[src/rtl/data_mem_arbiter_pkg.sv]
// Shared definitions for the data memory arbiter: FSM encodings, requester IDs
// and the default memory depth.
package data_mem_arbiter_pkg;

  typedef enum logic [1:0] {
    ST_IDLE   = 2'd0,
    ST_ACCESS = 2'd1,
    ST_DONE   = 2'd2
  } state_t;

  localparam logic OWN_A = 1'b0;
  localparam logic OWN_B = 1'b1;

  localparam int DEPTH_DEFAULT = 32;

endpackage

[src/rtl/data_mem_arbiter_rr_arbiter2.sv]
// Two-way round-robin arbiter, purely combinational. When both ports request,
// the port that did not win last time is granted.
module rr_arbiter2
  import data_mem_arbiter_pkg::*;
(
  input  logic       req_a,
  input  logic       req_b,
  input  logic       last_grant,
  output logic [1:0] gnt,
  output logic       gnt_valid
);

  always_comb begin
    gnt = 2'b00;
    if (req_a && req_b) begin
      gnt = (last_grant == OWN_B) ? 2'b01 : 2'b10;
    end else if (req_a) begin
      gnt = 2'b01;
    end else if (req_b) begin
      gnt = 2'b10;
    end
  end

  assign gnt_valid = req_a | req_b;

endmodule

[src/rtl/data_mem_arbiter.sv]
// Shares one single-port data memory between port A (CPU) and port B (DMA),
// one access per three cycles, with registered read data and ack pulses.
module data_mem_arbiter
  import data_mem_arbiter_pkg::*;
#(
  parameter int DEPTH = DEPTH_DEFAULT,
  parameter int AW    = 32,
  parameter int DW    = 32
) (
  input  logic          clk,
  input  logic          rst,
  input  logic          a_req,
  input  logic          a_we,
  input  logic [AW-1:0] a_addr,
  input  logic [DW-1:0] a_wdata,
  output logic          a_ack,
  output logic          a_err,
  output logic [DW-1:0] a_rdata,
  input  logic          b_req,
  input  logic          b_we,
  input  logic [AW-1:0] b_addr,
  input  logic [DW-1:0] b_wdata,
  output logic          b_ack,
  output logic          b_err,
  output logic [DW-1:0] b_rdata,
  output logic [AW-1:0] mem_addr,
  output logic [DW-1:0] mem_wdata,
  output logic          mem_rw,
  input  logic [DW-1:0] mem_rdata
);

  // state     | meaning
  // ST_IDLE   | arbitrate; latch the winner's request
  // ST_ACCESS | drive memory from latched request; write strobe only here
  // ST_DONE   | owner's ack pulse is visible
  state_t        state_q, state_d;
  logic          owner_q, we_q, last_grant_q;
  logic [AW-1:0] addr_q;
  logic [DW-1:0] wdata_q;
  logic [1:0]    gnt;
  logic          gnt_valid, take, gnt_owner, in_range;

  rr_arbiter2 u_rr (
    .req_a      (a_req),
    .req_b      (b_req),
    .last_grant (last_grant_q),
    .gnt        (gnt),
    .gnt_valid  (gnt_valid)
  );

  assign gnt_owner = gnt[1] ? OWN_B : OWN_A;
  // Only the range check is done here; the full address goes to memory.
  assign in_range  = (addr_q < AW'(DEPTH));
  assign mem_addr  = addr_q;
  assign mem_wdata = wdata_q;

  always_ff @(posedge clk or posedge rst) begin
    if (rst) state_q <= ST_IDLE;
    else     state_q <= state_d;
  end

  always_comb begin
    state_d = state_q;
    mem_rw  = 1'b0;
    take    = 1'b0;
    case (state_q)
      ST_IDLE: begin
        if (gnt_valid) begin
          take    = 1'b1;
          state_d = ST_ACCESS;
        end
      end
      ST_ACCESS: begin
        mem_rw  = we_q && in_range;
        state_d = ST_DONE;
      end
      ST_DONE: state_d = ST_IDLE;
      default: state_d = ST_IDLE;
    endcase
  end

  always_ff @(posedge clk or posedge rst) begin
    if (rst) begin
      owner_q      <= OWN_A;
      we_q         <= 1'b0;
      addr_q       <= '0;
      wdata_q      <= '0;
      last_grant_q <= OWN_B;
      a_ack        <= 1'b0;
      b_ack        <= 1'b0;
      a_err        <= 1'b0;
      b_err        <= 1'b0;
      a_rdata      <= '0;
      b_rdata      <= '0;
    end else begin
      a_ack <= 1'b0;
      b_ack <= 1'b0;
      if (take) begin
        owner_q      <= gnt_owner;
        we_q         <= (gnt_owner == OWN_B) ? b_we    : a_we;
        addr_q       <= (gnt_owner == OWN_B) ? b_addr  : a_addr;
        wdata_q      <= (gnt_owner == OWN_B) ? b_wdata : a_wdata;
        last_grant_q <= gnt_owner;
      end
      // Out-of-range clears rdata even for writes; in-range writes keep it.
      if (state_q == ST_ACCESS) begin
        if (owner_q == OWN_A) begin
          a_ack <= 1'b1;
          a_err <= !in_range;
          if (!in_range)  a_rdata <= '0;
          else if (!we_q) a_rdata <= mem_rdata;
        end else begin
          b_ack <= 1'b1;
          b_err <= !in_range;
          if (!in_range)  b_rdata <= '0;
          else if (!we_q) b_rdata <= mem_rdata;
        end
      end
    end
  end

endmodule

[config.mk]
export PLATFORM = sky130hd
export DESIGN_NAME = data_mem_arbiter
export DESIGN_NICKNAME = d
export VERILOG_FILES = /design/src/rtl/data_mem_arbiter_pkg.sv /design/src/rtl/data_mem_arbiter_rr_arbiter2.sv /design/src/rtl/data_mem_arbiter.sv
export SDC_FILE = /design/constraint.sdc
export NUM_CORES = 1
export LEC_CHECK = 0
export BUFFER_PORTS_ARGS = -buffer_cell sky130_fd_sc_hd__buf_2
export CAP_MARGIN = 20
export CORE_MARGIN = 2
export CORE_UTILIZATION = 35
export DETAILED_ROUTE_END_ITERATION = 10
export PLACE_DENSITY_LB_ADDON = 0.25
export SYNTH_ARGS = -nofsm -noshare
export SYNTH_HDL_FRONTEND = slang
export SYNTH_SLANG_ARGS = --single-unit
[constraint.sdc]
create_clock -name clk -period 4.95 [get_ports clk]
set_input_delay 0.495 -clock clk [delete_from_list [all_inputs] [get_ports clk]]
set_output_delay 0.495 -clock clk [all_outputs]
set_load 0.01 [all_outputs]
# Word level (Yosys, flattened, before mapping)
# Index checks and enable logic that the tools add are counted.
# totals
reg_bits	137
input_bits	166
output_inout_bits	133
wordCells	45
# classes
magnitude_cmp	1
eq_ne	3
mux	19
bitwise_logic	2
reduce_logical	8
# op_table
op	count
32-bit two-way mux	4
32-bit by 6-bit less-than comparator with 1-bit output (second input constant)	1
2-bit two-way mux	5
1-bit two-way mux	9
3-bit AND reduction	2
2-bit inequality test (second input constant)	2
2-bit one-hot mux with 2 select lines	1
2-bit AND reduction	2
2-bit by 1-bit equality test with 1-bit output (second input constant)	1
1-bit logical AND	2
2-bit logical NOT	1
1-bit logical NOT	1
1-bit NOT	1
1-bit bitwise OR	1

# Longest topological paths before layout
# Gate-level depths: netlist of the first run.
# logic_depth
depth_word	5
mapped_depth	7
depth_no_buf	5

# Hierarchy
# From an unflattened synthesis of the first run, not the netlist that was laid out.
# unflattened
hier_cells	502
area_unflattened_um2	5929.4
# by_module_without_submodules
mod	n_inst	cells_per_inst	area_each_um2	seq_area_each_um2
data_mem_arbiter	1	498	5904.4	3429.5
rr_arbiter2	1	4	25.0	0.0

# Worst setup path before layout of the first run
# OpenSTA, ideal clock, no wires.
# synth_timing
path_type	register to output
from	reg addr_q[16], in the netlist mem_addr[16]
to	out mem_rw
t_arrival_ns	1.304
required_ns	4.455
path_slack_ns	3.151
path_stages_with_launch	4
n_path_buf	0
path_cell_list	dfrtp_1 nor4_4 nand4_4 nor3_1
# synth_via
elab_chain_cells	3
# synth_rtl
item	line_no	rtl
start: declaration	data_mem_arbiter.sv:38	logic [AW-1:0] addr_q;
start signal: assignment	data_mem_arbiter.sv:101	addr_q <= (gnt_owner == OWN_B) ? b_addr : a_addr;
32-bit by 6-bit less-than comparator with 1-bit output	data_mem_arbiter.sv:53	assign in_range = (addr_q < AW'(DEPTH));
1-bit logical AND	data_mem_arbiter.sv:74	mem_rw = we_q && in_range;
1-bit two-way mux	data_mem_arbiter.sv:66	case (state_q)
end: declaration	data_mem_arbiter.sv:28	output logic mem_rw,
# No other way between the ends.

# Worst setup path after layout of the first run
# layout_timing
from	reg addr_q[18], in the netlist mem_addr[18]
to	out mem_rw
# The elaborated chain is that of the path after synthesis.

==> results.sh, run 1 <==
export IMPL_outcome="complete, no violations"
export IMPL_async_reset_ff_share_pct=100
export IMPL_drive_gt1_share_pct=44.5
export IMPL_setup_violations=0
export IMPL_startpoint_type="flip-flop"
export IMPL_clock_skew_ns=0.00941
export IMPL_fillers=1559
export IMPL_synth_area_leaders="dfrtp_1, mux2i_1, a22o_1, a21oi_1, nor2_1"
export IMPL_powerDensity_nw_per_um2=542
export IMPL_insertion_delay_ns=0.41
export IMPL_cp_end_kind="output pin"
export IMPL_numCtsBuffers=17
export IMPL_start_util_pct=35.8
export IMPL_synth_largest_area_cell="dfrtp_1"
export IMPL_fp_dieW_um=134
export IMPL_grt_first_pass_wirelength_um=27000
export IMPL_required_ns=4.45
export IMPL_grt_pass1_vias=5184
export IMPL_rows=47
export IMPL_fin_cells=1021
export IMPL_finalSetupTns_ns=0
export IMPL_max_slew_margin_rel_pct=44.4
export IMPL_vias=5005
export IMPL_rr_worst_depth=5
export IMPL_synth_common_cells="dfrtp_1, nor2_1, a21oi_1"
export IMPL_rsz0062_at_grt="no"
export IMPL_worstPathMaxFanout=3
export IMPL_dp_cells=988
export IMPL_nNetsFinal=953
export IMPL_cts_tree="built"
export IMPL_post_route_drc_count=0
export IMPL_ys_seq_area_share_pct=57.8
export IMPL_period_minus_slack_ns=2.39
export IMPL_pin_count=299
export IMPL_htree_levels=4
export IMPL_crit_type="reg2out"
export IMPL_dp_hpwl_um=12200
export IMPL_synth_top_flop_cell="dfrtp_1"
export IMPL_avgSynthCellArea_um2=11.9
export IMPL_crit_arrival_ns=1.89
export IMPL_hold_slack_ns=0.219
export IMPL_dieArea_um2=18000
export IMPL_cts_root_buffer="clkbuf_16"
export IMPL_period_share_pct=48.3
export IMPL_drv_slew=0
export IMPL_grt_overflow=0
export IMPL_min_path_type="in2async"
export IMPL_yosysMostFrequentCell="dfrtp_1"
export IMPL_track_usage_pct=19.1
export IMPL_totalWireLength_um=17400
export IMPL_numPortBuffers=298
export IMPL_vias_per_cell=4.90
export IMPL_drtPass1Iterations=4
export IMPL_ir_drop_mv=0.297
export IMPL_place_congestion=0.774
export IMPL_hold_buffers=0
export IMPL_path_clk_slew_ns=0.06
export IMPL_grt_start_max_net_pins=87
export IMPL_fmax_mhz=419
export IMPL_ys_warn_count=0
export IMPL_netlist_instances=499
export IMPL_hold_violations=0
export IMPL_cts_sinks=137
export IMPL_synth_edff_count=0
export IMPL_antenna_found_initial=1
export IMPL_syn_num_nets=665
export IMPL_postCtsSetupBuffers=0
export IMPL_cap_violations=0
export IMPL_tightest_slew_ns=0.832
export IMPL_postRouteAntennaNets=0
export IMPL_cts_resized=0
export IMPL_yosysTopAreaCellShare_pct=57.4
export IMPL_drt_iter0_drc=154
export IMPL_synth_distinct_cells=29
export IMPL_coreArea_um2=16600
export IMPL_area_growth_pct=39.0
export IMPL_leakagePower_nw=4.22
export IMPL_netlist_area_um2=5930
export IMPL_die_y_um=134
export IMPL_clk_path_buf_depth=2
export IMPL_ys_ff_latch=137
export IMPL_wl_per_cell_um=17.1
path summary, 6_finish.rpt:
kind                         startpoint           end  slack, ns
max                        mem_addr[18]        mem_rw       2.56
min reg2reg                  state_q[1]    state_q[1]       0.47
max reg2reg                  state_q[1]  mem_addr[10]       2.64
max in group asynchronous           rst   a_rdata[14]       3.51
min                                 rst   b_rdata[21]       0.22
min in group clk                  a_req  last_grant_q       0.31
metal layers:
layer | part of all wire (%) | vias up | track usage (%) | wire length, um
met5 | 0 | - | 0 | 0
met4 | 1.0 | 0 | 5.85 | 181
met3 | 7.5 | 14 | 5.56 | 1310
met2 | 52 | 208 | 34.1 | 9040
met1 | 40 | 2418 | 22.3 | 6890
li1 | - | 2365 | - | -
stage by stage:
step	util [%]	total power [mW]	setup slack, ns	instance area [um^2]
finish	49.7	4.47	2.56	8250
global route	49.7	4.73	2.38	8250
detailed placement	45.7	3.08	2.63	7580
CTS	49.7	4.52	2.48	8250
floorplan	-	2.50	0.789	5930
global placement	45.7	3.02	2.71	7580
where the power goes:
| group | switching (mW) | total, mW | internal (mW) |
|---|---|---|---|
| clock network | 0.498 | 1.43 | 0.927 |
| registers | 0.236 | 1.65 | 1.42 |
| logic | 0.873 | 1.39 | 0.518 |
worst max-delay path, cell delays in order, from the launching register on:
cell,delay [ns]
dfrtp_1,0.40
nor4_2,0.45
nand3_2,0.23
nor3_1,0.23
buf_2,0.18
cells in the final DEF, fill, tap and decap left out, types with 2 or more instances in the layout:
cell type / n
buf_4: 7
a22o_2: 2
bufinv_16: 5
nor4_2: 2
clkbuf_16: 17
clkinvlp_4: 2
inv_1: 2
a22o_1: 62
inv_6: 4
o21ai_2: 2
nor3_1: 2
dfrtp_1: 136
nand2_1: 3
mux2i_1: 65
a21oi_1: 66
clkbuf_8: 2
nor4_4: 4
clkinv_4: 2
nor2_1: 70
nor2b_1: 33
buf_2: 298
cells by family after synthesis:
| family | synth area share [%] |
|---|---|
| flops | 57.8 |
| compound gates | 15.8 |
| mux | 11.0 |
| buf+inv | 3.84 |
| simple gates | 11.6 |
layout make-up:
class / count / area [um^2] / share of cell area, %
Clock buffer: 19 / 453 / 5.49
Tap cell: 220 / 275 / 3.34
Sequential cell: 137 / 3430 / 41.6
Antenna cell: 1 / 2.50 / 0.0303
Clock inverter: 13 / 214 / 2.59
Inverter: 3 / 16.3 / 0.197
Timing Repair Buffer: 306 / 1560 / 19.0
Multi-Input combinational cell: 322 / 2290 / 27.8
registers in the layout, indices dropped and copies added (netlist names):
name	flops
b_err	1
b_ack	1
a_ack	1
owner_q	1
b_rdata	32
state_q	2
we_q	1
last_grant_q	1
a_err	1
mem_wdata	32
a_rdata	32
mem_addr	32
Note: power is estimated with default switching activity, not from simulation.
==> run 2: changes to the inputs <==
==> constraint.sdc (replaced) <==
create_clock -name clk -period 2.1 [get_ports clk]
set_input_delay 0.21 -clock clk [delete_from_list [all_inputs] [get_ports clk]]
set_output_delay 0.21 -clock clk [all_outputs]
set_load 0.01 [all_outputs]
==> results.sh, run 2 (synthesis gave the netlist of run 1 again) <==
export IMPL_pin_count=299
export IMPL_utilization_pct=50.4
export IMPL_postRouteAntennaNets=0
export IMPL_grt_first_pass_wirelength_um=25800
export IMPL_setup_slack_ns=0.108
export IMPL_start_util_pct=35.8
export IMPL_startpoint_type="flip-flop"
export IMPL_rsz0062_at_grt="no"
export IMPL_finalSetupTns_ns=0
export IMPL_hold_buffers=0
export IMPL_outcome="complete, no violations"
export IMPL_cts_root_buffer="clkbuf_16"
export IMPL_dieArea_um2=18000
export IMPL_post_route_drc_count=0
export IMPL_nNetsFinal=961
export IMPL_max_slew_margin_rel_pct=52.2
export IMPL_numCtsBuffers=17
export IMPL_rows=47
export IMPL_antenna_found_initial=1
export IMPL_insertion_delay_ns=0.41
export IMPL_post_place_ws_ns=0.288
export IMPL_vias=4957
export IMPL_drv_slew=0
export IMPL_wl_per_cell_um=16.2
export IMPL_drive_gt1_share_pct=45.2
export IMPL_clk_path_buf_depth=2
export IMPL_multi_input_area_um2=2320
export IMPL_numPortBuffers=298
export IMPL_setup_violations=0
export IMPL_final_area_um2=8360
export IMPL_worstPathMaxFanout=3
export IMPL_cap_violations=0
export IMPL_powerDensity_nw_per_um2=1240
export IMPL_diodes=0
export IMPL_track_usage_pct=18.5
export IMPL_layout_common_cells="buf_2, dfrtp_1, nor2_1"
export IMPL_grt_overflow=0
export IMPL_fmax_mhz=502
export IMPL_hold_violations=0
export IMPL_die_y_um=134
export IMPL_vias_per_cell=4.82
export IMPL_cp_end_kind="output pin"
export IMPL_period_minus_slack_ns=1.99
export IMPL_required_ns=1.89
export IMPL_ir_drop_mv=0.597
export IMPL_place_area_um2=7690
export IMPL_fillers=1561
export IMPL_cts_sinks=137
export IMPL_place_congestion=0.786
export IMPL_totalWireLength_um=16700
export IMPL_period_share_pct=94.8
export IMPL_grt_pass1_vias=5083
export IMPL_coreArea_um2=16600
export IMPL_dp_hpwl_um=11900
export IMPL_htree_levels=4
export IMPL_tightest_slew_ns=0.717
export IMPL_path_clk_slew_ns=0.06
export IMPL_cts_tree="built"
export IMPL_regArea_um2=3430
export IMPL_clock_skew_ns=0.0110
export IMPL_min_path_type="in2async"
export IMPL_leakagePower_nw=4.25
export IMPL_mostFrequentLayoutCell="buf_2"
export IMPL_drt_iter0_drc=157
export IMPL_fp_dieW_um=134
export IMPL_grt_start_max_net_pins=138
export IMPL_crit_arrival_ns=1.78
export IMPL_crit_type="reg2out"
export IMPL_drtPass1Iterations=4
export IMPL_area_growth_pct=40.9
[run 2: cell types whose count changed in the layout (fill, tap and decap cells not counted), sizes merged]
cell / change
buf: +8
bufinv: -2
clkinv: +1
clkinvlp: +3
diode: -1
inv: -2
[run 2: area by class of cell]
type | instances | share of cell area, %
timing repair buffer | 314 | 20.5
sequential | 137 | 41.0
tap | 220 | 3.29
inverter | 3 | 0.180
clock inverter | 13 | 2.02
clock buffer | 19 | 5.30
multi-input combinational | 322 | 27.7
[run 2: worst paths after layout]
kind,startpoint,end,slack [ns],cells past startpoint
setup / recovery,mem_addr[22],mem_rw,0.11,5
hold / removal,rst,b_rdata[26],0.02,3
setup reg to reg,mem_addr[31],b_rdata[28],0.27,6
hold reg to reg,state_q[1],state_q[1],0.48,1
max in group asynchronous,rst,mem_addr[31],1.53,3
min in group clk,a_req,last_grant_q,0.03,2
[run 2: what timing repair did]
item                       CTS  global route
pin swaps                    4             4
cloned                       0             0
buffers inserted             3             1
gates resized for setup      2             2
setup endpoints to repair    1             1
[run 2: metrics by stage]
step           cells  total power, mW  hold slack, ns
2_1_floorplan    499             5.90           0.273
3_3_place_gp     992             7.29           0.435
3_5_place_dp     992             7.37           0.448
4_1_cts         1027             10.5          0.0118
5_1_grt         1028             11.1          0.0217
6_report        1028             10.4          0.0206
[run 2: critical path, cell delays in order, from the launching register on]
cell,delay (ns)
dfrtp_1,0.43
nor4_4,0.38
nand3_2,0.13
nor3_2,0.18
buf_4,0.14
buf_2,0.12
[run 2: power breakdown]
group          switching, mW  internal, mW
Combinational           2.08          1.36
Sequential             0.554          3.34
Clock                   1.15          1.91
Total                   3.78          6.61
[run 2: routing by layer]
metal / track usage (%) / up-vias / part of all wire, %
met3: 5.03 / 17 / 6.9
li1: - / 2381 / -
met5: 0 / - / 0
met1: 22.1 / 2366 / 41
met4: 5.96 / 0 / 1.4
met2: 32.4 / 193 / 51
==> run 3: changes to the inputs <==
--- a/config.mk
+++ b/config.mk
@@ -9,8 +9,9 @@
 export CAP_MARGIN = 20
 export CORE_MARGIN = 2
 export CORE_UTILIZATION = 35
+export CTS_CLUSTER_SIZE = 28
 export DETAILED_ROUTE_END_ITERATION = 10
-export PLACE_DENSITY_LB_ADDON = 0.25
+export PLACE_DENSITY = 0.72
 export SYNTH_ARGS = -nofsm -noshare
 export SYNTH_HDL_FRONTEND = slang
 export SYNTH_SLANG_ARGS = --single-unit
==> results.sh, run 3 (synthesis gave the netlist of run 1 again) <==
export IMPL_switching_share_pct=36.9
export IMPL_htree_levels=4
export IMPL_cts_sinks=137
export IMPL_switchingPower_mw=3.75
export IMPL_place_area_um2=7700
export IMPL_post_route_drc_count=0
export IMPL_tightest_slew_ns=0.546
export IMPL_crit_type="reg2out"
export IMPL_grt_overflow=0
export IMPL_path_clk_slew_ns=0.06
export IMPL_drtPass1Iterations=5
export IMPL_setup_slack_ns=0.147
export IMPL_leakagePower_nw=4.23
export IMPL_setup_violations=0
export IMPL_antenna_found_initial=0
export IMPL_pin_count=299
export IMPL_die_y_um=134
export IMPL_vias=4828
export IMPL_rr_worst_depth=6
export IMPL_cts_root_buffer="clkbuf_16"
export IMPL_max_slew_margin_rel_pct=63.6
export IMPL_rrSetupSlack_ns=0.26
export IMPL_grt_start_max_net_pins=77
export IMPL_drive_gt1_share_pct=44.9
export IMPL_required_ns=1.89
export IMPL_period_share_pct=93.0
export IMPL_cp_end_kind="output pin"
export IMPL_min_path_type="in2reg"
export IMPL_hp_start="a_req"
export IMPL_dp_hpwl_um=11600
export IMPL_layout_common_cells="buf_2, dfrtp_1, nor2_1"
export IMPL_hold_slack_ns=0.0284
export IMPL_post_place_ws_ns=0.379
export IMPL_grt_pass1_vias=4789
export IMPL_rows=47
export IMPL_hold_violations=0
export IMPL_period_minus_slack_ns=1.95
export IMPL_totalWireLength_um=15900
export IMPL_ir_drop_mv=0.600
export IMPL_internal_power_mw=6.41
export IMPL_dieArea_um2=18000
export IMPL_final_area_um2=8310
export IMPL_place_congestion=0.797
export IMPL_drv_slew=0
export IMPL_numPortBuffers=298
export IMPL_coreArea_um2=16600
export IMPL_utilization_pct=50.1
export IMPL_area_growth_pct=40.1
export IMPL_mostFrequentLayoutCell="buf_2"
export IMPL_fp_dieW_um=134
export IMPL_worstHoldEndpoint="last_grant_q"
export IMPL_clock_skew_ns=0.00736
export IMPL_insertion_delay_ns=0.41
export IMPL_finalSetupTns_ns=0
export IMPL_start_util_pct=35.8
export IMPL_numCtsBuffers=17
export IMPL_powerDensity_nw_per_um2=1220
export IMPL_grt_first_pass_wirelength_um=24800
export IMPL_cts_tree="built"
export IMPL_combinationalPowerShare_pct=33.2
export IMPL_clk_path_buf_depth=2
export IMPL_drt_iter0_drc=193
export IMPL_vias_per_cell=4.70
export IMPL_p_seq_share_pct=38.1
export IMPL_nNetsFinal=960
export IMPL_pwr_share_clk_pct=28.7
export IMPL_fmax_mhz=512
export IMPL_diodes=0
export IMPL_cap_violations=0
export IMPL_outcome="complete, no violations"
export IMPL_track_usage_pct=17.8
export IMPL_reg2reg_from="mem_addr[16]"
export IMPL_startpoint_type="flip-flop"
export IMPL_postRouteAntennaNets=0
export IMPL_crit_arrival_ns=1.74
export IMPL_worstPathMaxFanout=3
export IMPL_wl_per_cell_um=15.5
export IMPL_r2r_end="b_rdata[28]"
export IMPL_rsz0062_at_grt="no"
export IMPL_min_path_cells=2
-- run 3: what timing repair did --
action | CTS | global route
endpoints found under the hold margin | 136 | 0
pin swaps | 0 | 1
setup endpoints to repair | 1 | 1
setup buffers | 0 | 1
gates resized for setup | 1 | 1
hold buffers | 1 | 0
-- run 3: critical path: stages (launching register included) --
cell	delay (ns)
dfrtp_1	0.40
nor4_2	0.34
nand3_2	0.22
nor3_2	0.20
buf_2	0.17
-- run 3: through the flow --
step / power (mW) / std cells
2_1_floorplan: 5.90 / 499
5_1_grt: 10.8 / 1027
3_3_place_gp: 7.24 / 993
4_1_cts: 10.3 / 1026
3_5_place_dp: 7.33 / 993
6_report: 10.2 / 1027
-- run 3: how the worst max path moves through the flow --
stage                       from           to  slack, ns  cells after the start
finish              mem_addr[21]       mem_rw       0.15                      4
global route        mem_addr[21]       mem_rw       0.02                      4
CTS                 mem_addr[16]       mem_rw      0.008                      4
detailed placement  mem_addr[16]  b_rdata[28]       0.38                      5
global placement    mem_addr[18]       mem_rw       0.42                      4
floorplan                    rst        a_ack       0.18                      1
-- run 3: metal layers --
metal  vias to the layer above  routed length [um]  global-route usage, %
met5                         -                   0                      0
met4                         0                 135                   3.92
met3                         9                1020                   5.52
met2                       193                8170                   31.1
met1                      2235                6620                   21.7
li1                       2391                   -                      -
-- run 3: cell type report --
cell class,count,area (um^2)
fill,1548,8270
sequential,137,3430
multi-input combinational,322,2310
timing repair buffer,313,1710
clock buffer,18,429
tap,220,275
clock inverter,14,149
inverter,3,15.0
-- run 3: power by group through the flow --
stage          sequential [mW]  combinational [mW]  clock [mW]
3_5_place_dp              3.90                3.43           0
2_1_floorplan             4.15                1.74           0
4_1_cts                   3.87                3.44        3.01
6_report                  3.87                3.38        2.92
3_3_place_gp              3.88                3.36           0
5_1_grt                   3.97                3.75        3.12
